--- src/rtl/regfile_access_sequencer.sv ---
// Sequences one request into register-file reads and an optional write, then
// holds the read results on a valid/ready response port.
module regfile_access_sequencer #(
    parameter int XLEN = 64
) (
    input  logic            clk,
    input  logic            rst,
    input  logic            req_valid,
    output logic            req_ready,
    input  logic [4:0]      req_rs1,
    input  logic [4:0]      req_rs2,
    input  logic [4:0]      req_rd,
    input  logic            req_rd_we,
    input  logic [XLEN-1:0] req_wr_data,
    output logic            rsp_valid,
    input  logic            rsp_ready,
    output logic [XLEN-1:0] rsp_rs1_data,
    output logic [XLEN-1:0] rsp_rs2_data,
    output logic            rf_cs,
    output logic            rf_we,
    output logic [4:0]      rf_addr,
    output logic [XLEN-1:0] rf_wr_data,
    input  logic [XLEN-1:0] rf_rd_data
);

    typedef enum logic [2:0] {IDLE, RD1, RD2, WR, RSP} state_t;

    state_t          state;
    logic [4:0]      cap_rs1;
    logic [4:0]      cap_rs2;
    logic [4:0]      cap_rd;
    logic            cap_rd_we;
    logic [XLEN-1:0] cap_wr_data;
    logic            do_write;

    // Writes to x0 are dropped entirely, so no WR cycle is spent on them.
    assign do_write = cap_rd_we && (cap_rd != 5'd0);

    // Register-file strobes are registered and set up on the edge entering
    // each access state, so they align exactly with RD1/RD2/WR.
    always_ff @(posedge clk or posedge rst) begin
        if (rst) begin
            state        <= IDLE;
            req_ready    <= 1'b1;
            rsp_valid    <= 1'b0;
            rsp_rs1_data <= '0;
            rsp_rs2_data <= '0;
            rf_cs        <= 1'b0;
            rf_we        <= 1'b0;
            rf_addr      <= 5'd0;
            rf_wr_data   <= '0;
            cap_rs1      <= 5'd0;
            cap_rs2      <= 5'd0;
            cap_rd       <= 5'd0;
            cap_rd_we    <= 1'b0;
            cap_wr_data  <= '0;
        end else begin
            case (state)
                IDLE: begin
                    if (req_valid && req_ready) begin
                        cap_rs1     <= req_rs1;
                        cap_rs2     <= req_rs2;
                        cap_rd      <= req_rd;
                        cap_rd_we   <= req_rd_we;
                        cap_wr_data <= req_wr_data;
                        req_ready   <= 1'b0;
                        rf_cs       <= 1'b1;
                        rf_we       <= 1'b0;
                        rf_addr     <= req_rs1;
                        state       <= RD1;
                    end
                end
                RD1: begin
                    rsp_rs1_data <= rf_rd_data;
                    if (cap_rs2 != cap_rs1) begin
                        rf_addr <= cap_rs2;
                        state   <= RD2;
                    end else begin
                        // Same source twice: one sample serves both operands.
                        rsp_rs2_data <= rf_rd_data;
                        if (do_write) begin
                            rf_we      <= 1'b1;
                            rf_addr    <= cap_rd;
                            rf_wr_data <= cap_wr_data;
                            state      <= WR;
                        end else begin
                            rf_cs     <= 1'b0;
                            rf_addr   <= 5'd0;
                            rsp_valid <= 1'b1;
                            state     <= RSP;
                        end
                    end
                end
                RD2: begin
                    rsp_rs2_data <= rf_rd_data;
                    if (do_write) begin
                        rf_we      <= 1'b1;
                        rf_addr    <= cap_rd;
                        rf_wr_data <= cap_wr_data;
                        state      <= WR;
                    end else begin
                        rf_cs     <= 1'b0;
                        rf_addr   <= 5'd0;
                        rsp_valid <= 1'b1;
                        state     <= RSP;
                    end
                end
                WR: begin
                    rf_cs      <= 1'b0;
                    rf_we      <= 1'b0;
                    rf_addr    <= 5'd0;
                    rf_wr_data <= '0;
                    rsp_valid  <= 1'b1;
                    state      <= RSP;
                end
                RSP: begin
                    if (rsp_ready) begin
                        rsp_valid <= 1'b0;
                        req_ready <= 1'b1;
                        state     <= IDLE;
                    end
                end
                default: begin
                    rf_cs     <= 1'b0;
                    rf_we     <= 1'b0;
                    rf_addr   <= 5'd0;
                    rsp_valid <= 1'b0;
                    req_ready <= 1'b1;
                    state     <= IDLE;
                end
            endcase
        end
    end

endmodule

--- config.mk ---
export PLATFORM = sky130hd
export DESIGN_NAME = regfile_access_sequencer
export DESIGN_NICKNAME = d
export VERILOG_FILES = /design/src/rtl/regfile_access_sequencer.sv
export SDC_FILE = /design/constraint.sdc
export NUM_CORES = 1
export LEC_CHECK = 0
export ABC_AREA = 1
export ABC_CLOCK_PERIOD_IN_PS = 12400
export BUFFER_PORTS_ARGS = -buffer_cell sky130_fd_sc_hd__buf_2
export CAP_MARGIN = 30
export CORE_MARGIN = 2
export CORE_UTILIZATION = 51
export CTS_CLUSTER_DIAMETER = 50
export DETAILED_ROUTE_END_ITERATION = 16
export PLACE_DENSITY_LB_ADDON = 0.08
export SLEW_MARGIN = 20
export SYNTH_ARGS = -nofsm -noshare
export SYNTH_HDL_FRONTEND = slang
export SYNTH_SLANG_ARGS = --single-unit
--- constraint.sdc ---
create_clock -name clk -period 12.4 [get_ports clk]
set_input_delay 1.86 -clock clk [delete_from_list [all_inputs] [get_ports clk]]
set_output_delay 1.86 -clock clk [all_outputs]
set_load 0.01 [all_outputs]
# [Word level (Yosys, flattened, before mapping)]
# Index checks and enable logic that the tools add are counted.
[op_classes] n_eq_ne=8 n_reduce_logical=15 n_mux=28 bitwise_logic=3
[op_table] op="64-bit 2-to-1 mux" count=3
[op_table] op="64-bit case mux with 3 select lines" count=1
[op_table] op="64-bit case mux with 2 select lines" count=1
[op_table] op="5-bit case mux with 4 select lines" count=1
[op_table] op="5-bit 2-to-1 mux" count=3
[op_table] op="3-bit case mux with 5 select lines" count=1
[op_table] op="3-bit 2-to-1 mux" count=4
[op_table] op="1-bit 2-to-1 mux" count=10
[op_table] op="2-bit AND reduction" count=5
[op_table] op="3-bit AND reduction" count=3
[op_table] op="1-bit case mux with 4 select lines" count=2
[op_table] op="3-bit by 2-bit equality test with 1-bit output, second input constant" count=2
[op_table] op="2-bit inequality test, second input constant" count=3
[op_table] op="5-bit inequality test" count=1
[op_table] op="1-bit case mux with 5 select lines" count=1
[op_table] op="5-bit nonzero test" count=1
[op_table] op="3-bit by 1-bit equality test with 1-bit output, second input constant" count=1
[op_table] op="3-bit equality test, second input constant" count=1
[op_table] op="3-bit zero test" count=1
[op_table] op="1-bit inverter" count=3
[op_table] op="1-bit case mux with 3 select lines" count=1
[op_table] op="3-bit nonzero test" count=1
[op_table] op="3-bit OR reduction" count=1
[op_table] op="1-bit logical AND" count=2
[op_table] op="2-bit nonzero test" count=1
[totals] regBits=284 output_inout_bits=201 word_cells=68 inputBits=148

# [Longest topological paths before layout]
# Gate-level depths: netlist of the first run.
[logic_depth] ltp_word=5 ltp_mapped=11 ltp_nobuf=11

# [Worst setup path after synthesis of the first run]
# No wires, ideal clock.
[synth_timing] path_type="in2reg" startpoint="input port req_valid" endpoint="register rf_cs" required_ns=12.277 setup_time_ns=0.123 stages=5 t_arrival_ns=2.604 path_buffers=0 setup_slack_ns=9.673 path_cell_list="nand2_1 o21ai_1 nand2_1 o21ai_0 nand2_1"
[synth_between] elab_chain_cells=3
[synth_lines] element="from (decl)" line="8" rtl="input logic req_valid,"
[synth_lines] element="1-bit logical AND" line="60" rtl="if (req_valid && req_ready) begin"
[synth_lines] element="2-bit inequality test (no line)"
[synth_lines] element="3-bit AND reduction (no line)"
[synth_lines] element="to (signal assigned)" line="48" rtl="rf_cs <= 1'b0;"
[synth_lines] element="to (signal assigned)" line="67" rtl="rf_cs <= 1'b1;"
[synth_lines] element="to (signal assigned)" line="87" rtl="rf_cs <= 1'b0;"
[synth_lines] element="to (decl)" line="19" rtl="output logic rf_cs,"
# No other way between the ends.
# A chain may end at the register's enable or synchronous reset.

# [Worst setup path after layout of the first run]
[layout_timing] startpoint="register req_ready" endpoint="output port req_ready"
[layout_lines] element="from (decl)" line="9" rtl="output logic req_ready,"
[layout_lines] element="from (signal assigned)" line="44" rtl="req_ready <= 1'b1;"
[layout_lines] element="from (signal assigned)" line="66" rtl="req_ready <= 1'b0;"
[layout_lines] element="from (signal assigned)" line="119" rtl="req_ready <= 1'b1;"
# No word-level cell between the ends.

==> flow_summary.yaml, run 1 <==
pwr:
  pwr-share-clk_pct: 22.3
  leakage_nw: 7.84
  ir_drop_uv: 125
  power_density_mw_per_mm2: 279
  p_int_mw: 2.41
  power_frac_comb_pct: 37.2
  p_sw_mw: 1.50
  seq_power_share_pct: 40.6
  switching_share_pct: 38.3
place:
  dp_cells: 1781
  place_ws_ns: 8.71
  placed_area_mm2: 0.0130
  place.gp.congestion: 0.817
  io_buffers: 348
  dp_hpwl_um: 19400
cts:
  clock_latency_ns: 0.54
  cts_resized: 0
  cts.sinks: 284
  path_clk_slew_ns: 0.06
  clockBufferDepth: 3
  cts_setup_buffers: 0
  cts_buffers: 31
  cts_root_buffer: "clkbuf_16"
  cts-htree-levels: 1
  cts_tree: "yes"
  cts_hold_buf: 0
synth:
  synth_edf_count: 0
  ys_top_cells_by_count: "nand2_1, dfrtp_1, o21ai_1"
  ys_ff_latch: 284
  synth_nets: 1360
  synth.most_common_cell: "nand2_1"
  synth_seq_area_share_pct: 64.1
  async_reset_ff_share_pct: 100
  synth_top_area_share_pct: 63.8
  yosys.area.top_type: "dfrtp_1"
  synthFlopType: "dfrtp_1"
  synth.distinct_cells: 25
  synth_area_mm2: 0.0111
  synth_cells: 1212
  syn_avg_cell_area_um2: 9.15
  yosysWarnings: 0
  synth.area.top_cells: "dfrtp_1, nand2_1, o21ai_1"
global_routing:
  grt_first_pass_wirelength_um: 44000
  grt.total_usage_pct: 24.4
  grt_max_degree: 106
  gr-total-overflow: 0
  antenna_found_initial: 8
  grt_pass1_vias: 8426
routing:
  via_count: 8948
  dr.pass1.iters: 5
  drc: 0
  vias_per_cell: 4.86
  wl_per_cell_um: 15.4
  wirelength_um: 28400
  drt_iter0_markers: 464
  ant_nets: 0
floorplanning:
  start_util_pct: 52.4
  row_count: 53
  die_y_um: 151
  coreArea_mm2: 0.0212
  die_w_um: 151
  die-area_mm2: 0.0229
  io_pins: 349
critical_path:
  critPathArrivalTime_ns: 1.22
  path_max_fanout: 3
  worst_r2r_path_depth: 9
  path_delay_family: "flip-flops"
  ff2ff_setup_slack_ns: 9.98
  path_cells: "buf_2"
  critPathCaptureType: "output pin"
  cpPeakStageDelay_ns: 0.55
  path_buf_inv: 1
  required_ns: 10.54
  r2r_start: "state[1]$_DFFE_PP0P_"
  timing.rr.end: "rf_wr_data[1]$_DFFE_PP0P_"
  crit_type: "reg2out"
  cpMaxStageDelayCell: "dfstp_2"
  cp-start-kind: "register"
timing:
  layout_setup_ws_ns: 9.32
  finalMaxSlewViolations: 0
  fin_crit_sh_pct: 24.8
  setup_viol: 0
  rsz0062_at_grt: "false"
  fin_tns_setup_ns: 0
  holdWs_ns: 0.468
  fmax_ghz: 0.325
  period_needed_ns: 3.08
  slew-limit-headroom_pct: 39.3
  hold_viol_final: 0
  skew_ns: 0.00829
  tightest_slew_ns: 0.911
layout:
  nFillCells: 1854
  fin_area_mm2: 0.0140
  nets: 1687
  drive_above_1_share_pct: 27.4
  area_growth_pct: 26.2
  stdcell_count: 1843
min_path:
  min_from: "cap_wr_data[52]$_DFFE_PP0P_"
  hold_path_depth: 2
  hold_path_end: "cap_wr_data[52]$_DFFE_PP0P_"
  min_path_type: "reg2reg"
status:
  outcome: "completed"
run:
  maxCapViolCount: 0
==> per-layer routing <==
layer	vias up	part of all wire, %	wire length (um)	GRT usage (%)
li1	4458	-	-	-
met1	4137	41	11600	32.6
met2	286	47	13400	39.4
met3	65	8.5	2430	6.11
met4	2	3.4	967	7.96
met5	-	0.046	13	0
==> worst max-delay path by stage <==
stage | from | slack, ns | to | depth (start not counted)
after floorplan | rst | 2.71 | cap_rd[0]$_DFFE_PP0P_ | 1
after global placement | rst | 8.66 | cap_wr_data[26]$_DFFE_PP0P_ | 3
after detailed placement | rst | 8.71 | cap_wr_data[28]$_DFFE_PP0P_ | 4
after CTS | rst | 9.29 | cap_wr_data[56]$_DFFE_PP0P_ | 4
after global routing | rst | 9.09 | cap_wr_data[32]$_DFFE_PP0P_ | 4
final | req_ready$_DFFE_PP1P_ | 9.32 | req_ready | 1
==> kinds of logic (layout without fill, tap and decap cells) <==
logic type                count (synthesis)  count (layout)  synth area share, %
buffers and inverters                   154             503                 6.34
DFF                                     284             284                 64.1
AOI/OAI and AO/OA                       208             208                 9.47
and+or+nand+nor                         565             565                 20.0
other                                     0               7                    0
xor gates and xnor gates                  1               1               0.0790
==> per-stage QoR <==
step / power (mW) / util (%)
final: 3.91 / 66.2
after global routing: 4.23 / 66.1
after CTS: 3.95 / 66.1
after detailed placement: 3.06 / 61.5
after global placement: 2.99 / 60.9
after floorplan: 2.51 / -
==> worst register-to-register path: stages (launching register included) <==
cell      delay, ns
dfrtp_1        0.44
nor2_2         0.17
clkinv_2       0.13
nand3_4        0.10
nor2_4         0.08
o21ai_4        0.35
buf_4          0.55
buf_16         0.33
nand2_1        0.10
o21ai_1        0.09
==> sequential cells by signal, summed over array words and instances, names as in the netlist <==
signal and cells:
cap_wr_data 64, rsp_rs2_data 64, rf_wr_data 64, req_ready 1
rsp_rs1_data 64, cap_rd_we 1, rf_we 1, rsp_valid 1
cap_rs2 5, cap_rs1 5, cap_rd 5, rf_cs 1
rf_addr 5, state 3
==> power groups by stage <==
stage | combinational, mW | clock (mW) | sequential, mW
5_1_grt | 1.66 | 0.930 | 1.64
2_1_floorplan | 0.798 | 0 | 1.71
6_report | 1.45 | 0.870 | 1.58
3_5_place_dp | 1.47 | 0 | 1.59
4_1_cts | 1.48 | 0.888 | 1.59
3_3_place_gp | 1.41 | 0 | 1.59
==> final cells by class <==
| type | instances | area (um^2) | share of cell area, % |
|---|---|---|---|
| tap | 275 | 344 | 2.46 |
| multi-input combinational | 774 | 3300 | 23.6 |
| clock inverter | 7 | 40.0 | 0.286 |
| antenna | 7 | 17.5 | 0.125 |
| sequential | 284 | 7110 | 50.8 |
| clock buffer | 48 | 940 | 6.71 |
| timing repair buffer | 359 | 1900 | 13.6 |
| inverter | 89 | 347 | 2.48 |
==> cell usage in the layout (no fill, tap or decap), types with 2 or more instances in the layout <==
| cell type | count |
|---|---|
| nor2_4 | 3 |
| inv_2 | 3 |
| inv_1 | 82 |
| o21ai_0 | 84 |
| buf_16 | 4 |
| clkinv_2 | 7 |
| a21oi_1 | 2 |
| nand3_4 | 2 |
| dfrtp_1 | 283 |
| clkinvlp_4 | 2 |
| clkbuf_1 | 7 |
| clkbuf_8 | 10 |
| nor2_1 | 5 |
| buf_2 | 348 |
| buf_4 | 7 |
| nand2_1 | 534 |
| nand4_1 | 3 |
| diode_2 | 7 |
| clkbuf_16 | 31 |
| o21ai_1 | 119 |
| nand3_1 | 11 |
| nand2_4 | 2 |
| nor2_2 | 3 |
No activity file was read; power rests on OpenSTA's default activity.
==> run 2, diff against run 1 <==
--- a/config.mk
+++ b/config.mk
@@ -6,11 +6,11 @@
 export NUM_CORES = 1
 export LEC_CHECK = 0
 export ABC_AREA = 1
-export ABC_CLOCK_PERIOD_IN_PS = 12400
+export ABC_CLOCK_PERIOD_IN_PS = 2650
 export BUFFER_PORTS_ARGS = -buffer_cell sky130_fd_sc_hd__buf_2
 export CAP_MARGIN = 30
 export CORE_MARGIN = 2
-export CORE_UTILIZATION = 51
+export CORE_UTILIZATION = 46
 export CTS_CLUSTER_DIAMETER = 50
 export DETAILED_ROUTE_END_ITERATION = 16
 export PLACE_DENSITY_LB_ADDON = 0.08
==> constraint.sdc (replaced) <==
create_clock -name clk -period 2.65 [get_ports clk]
set_input_delay 0.3975 -clock clk [delete_from_list [all_inputs] [get_ports clk]]
set_output_delay 0.3975 -clock clk [all_outputs]
set_load 0.01 [all_outputs]
==> run 2 against run 1 <==
Effect of this change: routed wire length increased by 1.5%; global-route usage shrank 1.4 points; die area increased by 11%; core utilization shrank 5.2 points; non-clock buffer count up 10; critical path depth up 5; critical path type is now reg2reg; highest routed layer unchanged.
==> flow_summary.yaml, run 2 (synthesis gave the netlist of run 1 again) <==
status:
  outcome: "completed"
layout:
  drive_above_1_share_pct: 28.1
  nets: 1700
  most-common-layout-cells: "nand2_1, buf_2, dfrtp_1"
  final_common_cell: "nand2_1"
  area_growth_pct: 29.3
  stdcell_count: 1897
floorplanning:
  die_w_um: 159
  die_y_um: 159
  start_util_pct: 47.1
  die-area_mm2: 0.0254
  io_pins: 349
  coreArea_mm2: 0.0235
  row_count: 56
place:
  dp_hpwl_um: 20200
  io_buffers: 348
  place_ws_ns: 0.713
  place.gp.congestion: 0.844
  dp_cells: 1834
run:
  maxCapViolCount: 0
timing:
  period_needed_ns: 1.96
  fmax_ghz: 0.510
  skew_ns: 0.0185
  holdWs_ns: 0.0943
  rsz0062_at_grt: "false"
  layout_setup_ws_ns: 0.689
  finalMaxSlewViolations: 0
  fin_tns_setup_ns: 0
  fin_crit_sh_pct: 74.0
  hold_viol_final: 0
  setup_viol: 0
  slew-limit-headroom_pct: 60.3
  tightest_slew_ns: 0.595
pwr:
  ir_drop_uv: 647
  leakage_nw: 7.99
  power_density_mw_per_mm2: 1320
  power_mw: 19.0
min_path:
  hold_path_depth: 3
  min_path_type: "in2reg"
cts:
  cts_tree: "yes"
  cts_root_buffer: "clkbuf_16"
  cts_buffers: 34
  cts-htree-levels: 2
  cts.sinks: 284
  path_clk_slew_ns: 0.06
  cts_resized: 0
  clock_latency_ns: 0.50
  clockBufferDepth: 3
critical_path:
  critPathCaptureType: "register"
  path_buf_inv: 1
  path_delay_family: "simple AND/OR/NAND/NOR gates"
  path_cells: "nor3_4 > nand2_4 > nand2_4 > buf_12 > nand2_1 > o21ai_1"
  worst_r2r_path_depth: 6
  crit_type: "reg2reg"
  cp_common_cell: "nand2_4"
  cp-start-kind: "register"
  cpMaxStageDelayCell: "dfrtp_1"
  required_ns: 3.06
  path_max_fanout: 122
  critPathArrivalTime_ns: 2.37
  crit_cells: 6
  cpPeakStageDelay_ns: 0.48
routing:
  dr.pass1.iters: 5
  via_count: 8938
  wl_met1_um: 12200
  highest_layer: "met5"
  drt_iter0_markers: 559
  wl_per_cell_um: 15.2
  ant_nets: 0
  drc: 0
  wirelength_um: 28800
  met3_length_um: 2100
  wl_met2_um: 13400
  vias_per_cell: 4.71
global_routing:
  antenna_found_initial: 8
  grt_pass1_vias: 8894
  grt_max_degree: 123
  grt.total_usage_pct: 22.9
  grt_first_pass_wirelength_um: 47100
  gr-total-overflow: 0
[run 2: changes by cell type in the layout (fill, tap and decap cells not counted), sizes merged]
cell / before / now
inv: 87 / 88
diode: 7 / 3
clkbuf: 48 / 53
dlygate4sd3: 0 / 1
buf: 359 / 368
clkinv: 7 / 3
bufinv: 0 / 2
[run 2: path summary, 6_finish.rpt]
| path | start | to | slack (ns) |
|---|---|---|---|
| max in group asynchronous | rst | rf_wr_data[21]$_DFFE_PP0P_ | 1.32 |
| setup reg to reg | state[2]$_DFFE_PP0P_ | rsp_rs2_data[61]$_DFFE_PP0P_ | 0.69 |
| min in group asynchronous | rst | rf_addr[1]$_DFFE_PP0P_ | 0.46 |
| setup / recovery | state[2]$_DFFE_PP0P_ | rsp_rs2_data[61]$_DFFE_PP0P_ | 0.69 |
| hold reg to reg | cap_wr_data[54]$_DFFE_PP0P_ | cap_wr_data[54]$_DFFE_PP0P_ | 0.47 |
| hold / removal | req_rs2[4] | cap_rs2[4]$_DFFE_PP0P_ | 0.09 |
[run 2: area by class of cell]
type                       count  area, um^2
clock buffer                  53        1090
timing repair buffer         369        2010
fill                        2178        9200
tap                          319         399
inverter                      89         340
clock inverter                 6        93.8
multi-input combinational    774        3300
antenna                        3        7.51
sequential                   284        7110
[run 2: timing repair]
action                                 CTS  global route
endpoints found under the hold margin   12             0
hold buffers                             1             0
buffers inserted                         0             0
[run 2: where the power goes]
part           internal, mW  switching [mW]  total, mW
Combinational          2.53            4.30       6.83
Clock                  3.01            1.75       4.76
Sequential             6.36            1.02       7.38
Total                  11.9            7.07       19.0
[run 2: worst min-delay path: cells and delay by family]
family | cells | cell delay (ns)
buffers and inverters | 1 | 0.07
AND/OR/NAND/NOR | 2 | 0.09
[run 2: metrics by stage]
step	utilization [%]	instance area, um^2
CTS	60.9	14300
global route	60.9	14300
finish	60.9	14300
detailed placement	55.9	13200
global placement	55.9	13200
floorplan	-	11100
[run 2: routing by layer]
| layer | GRT usage, % | vias to the layer above |
|---|---|---|
| met1 | 29.6 | 4088 |
| li1 | - | 4471 |
| met3 | 6.41 | 74 |
| met4 | 9.21 | 10 |
| met2 | 36.9 | 295 |
| met5 | 0 | - |
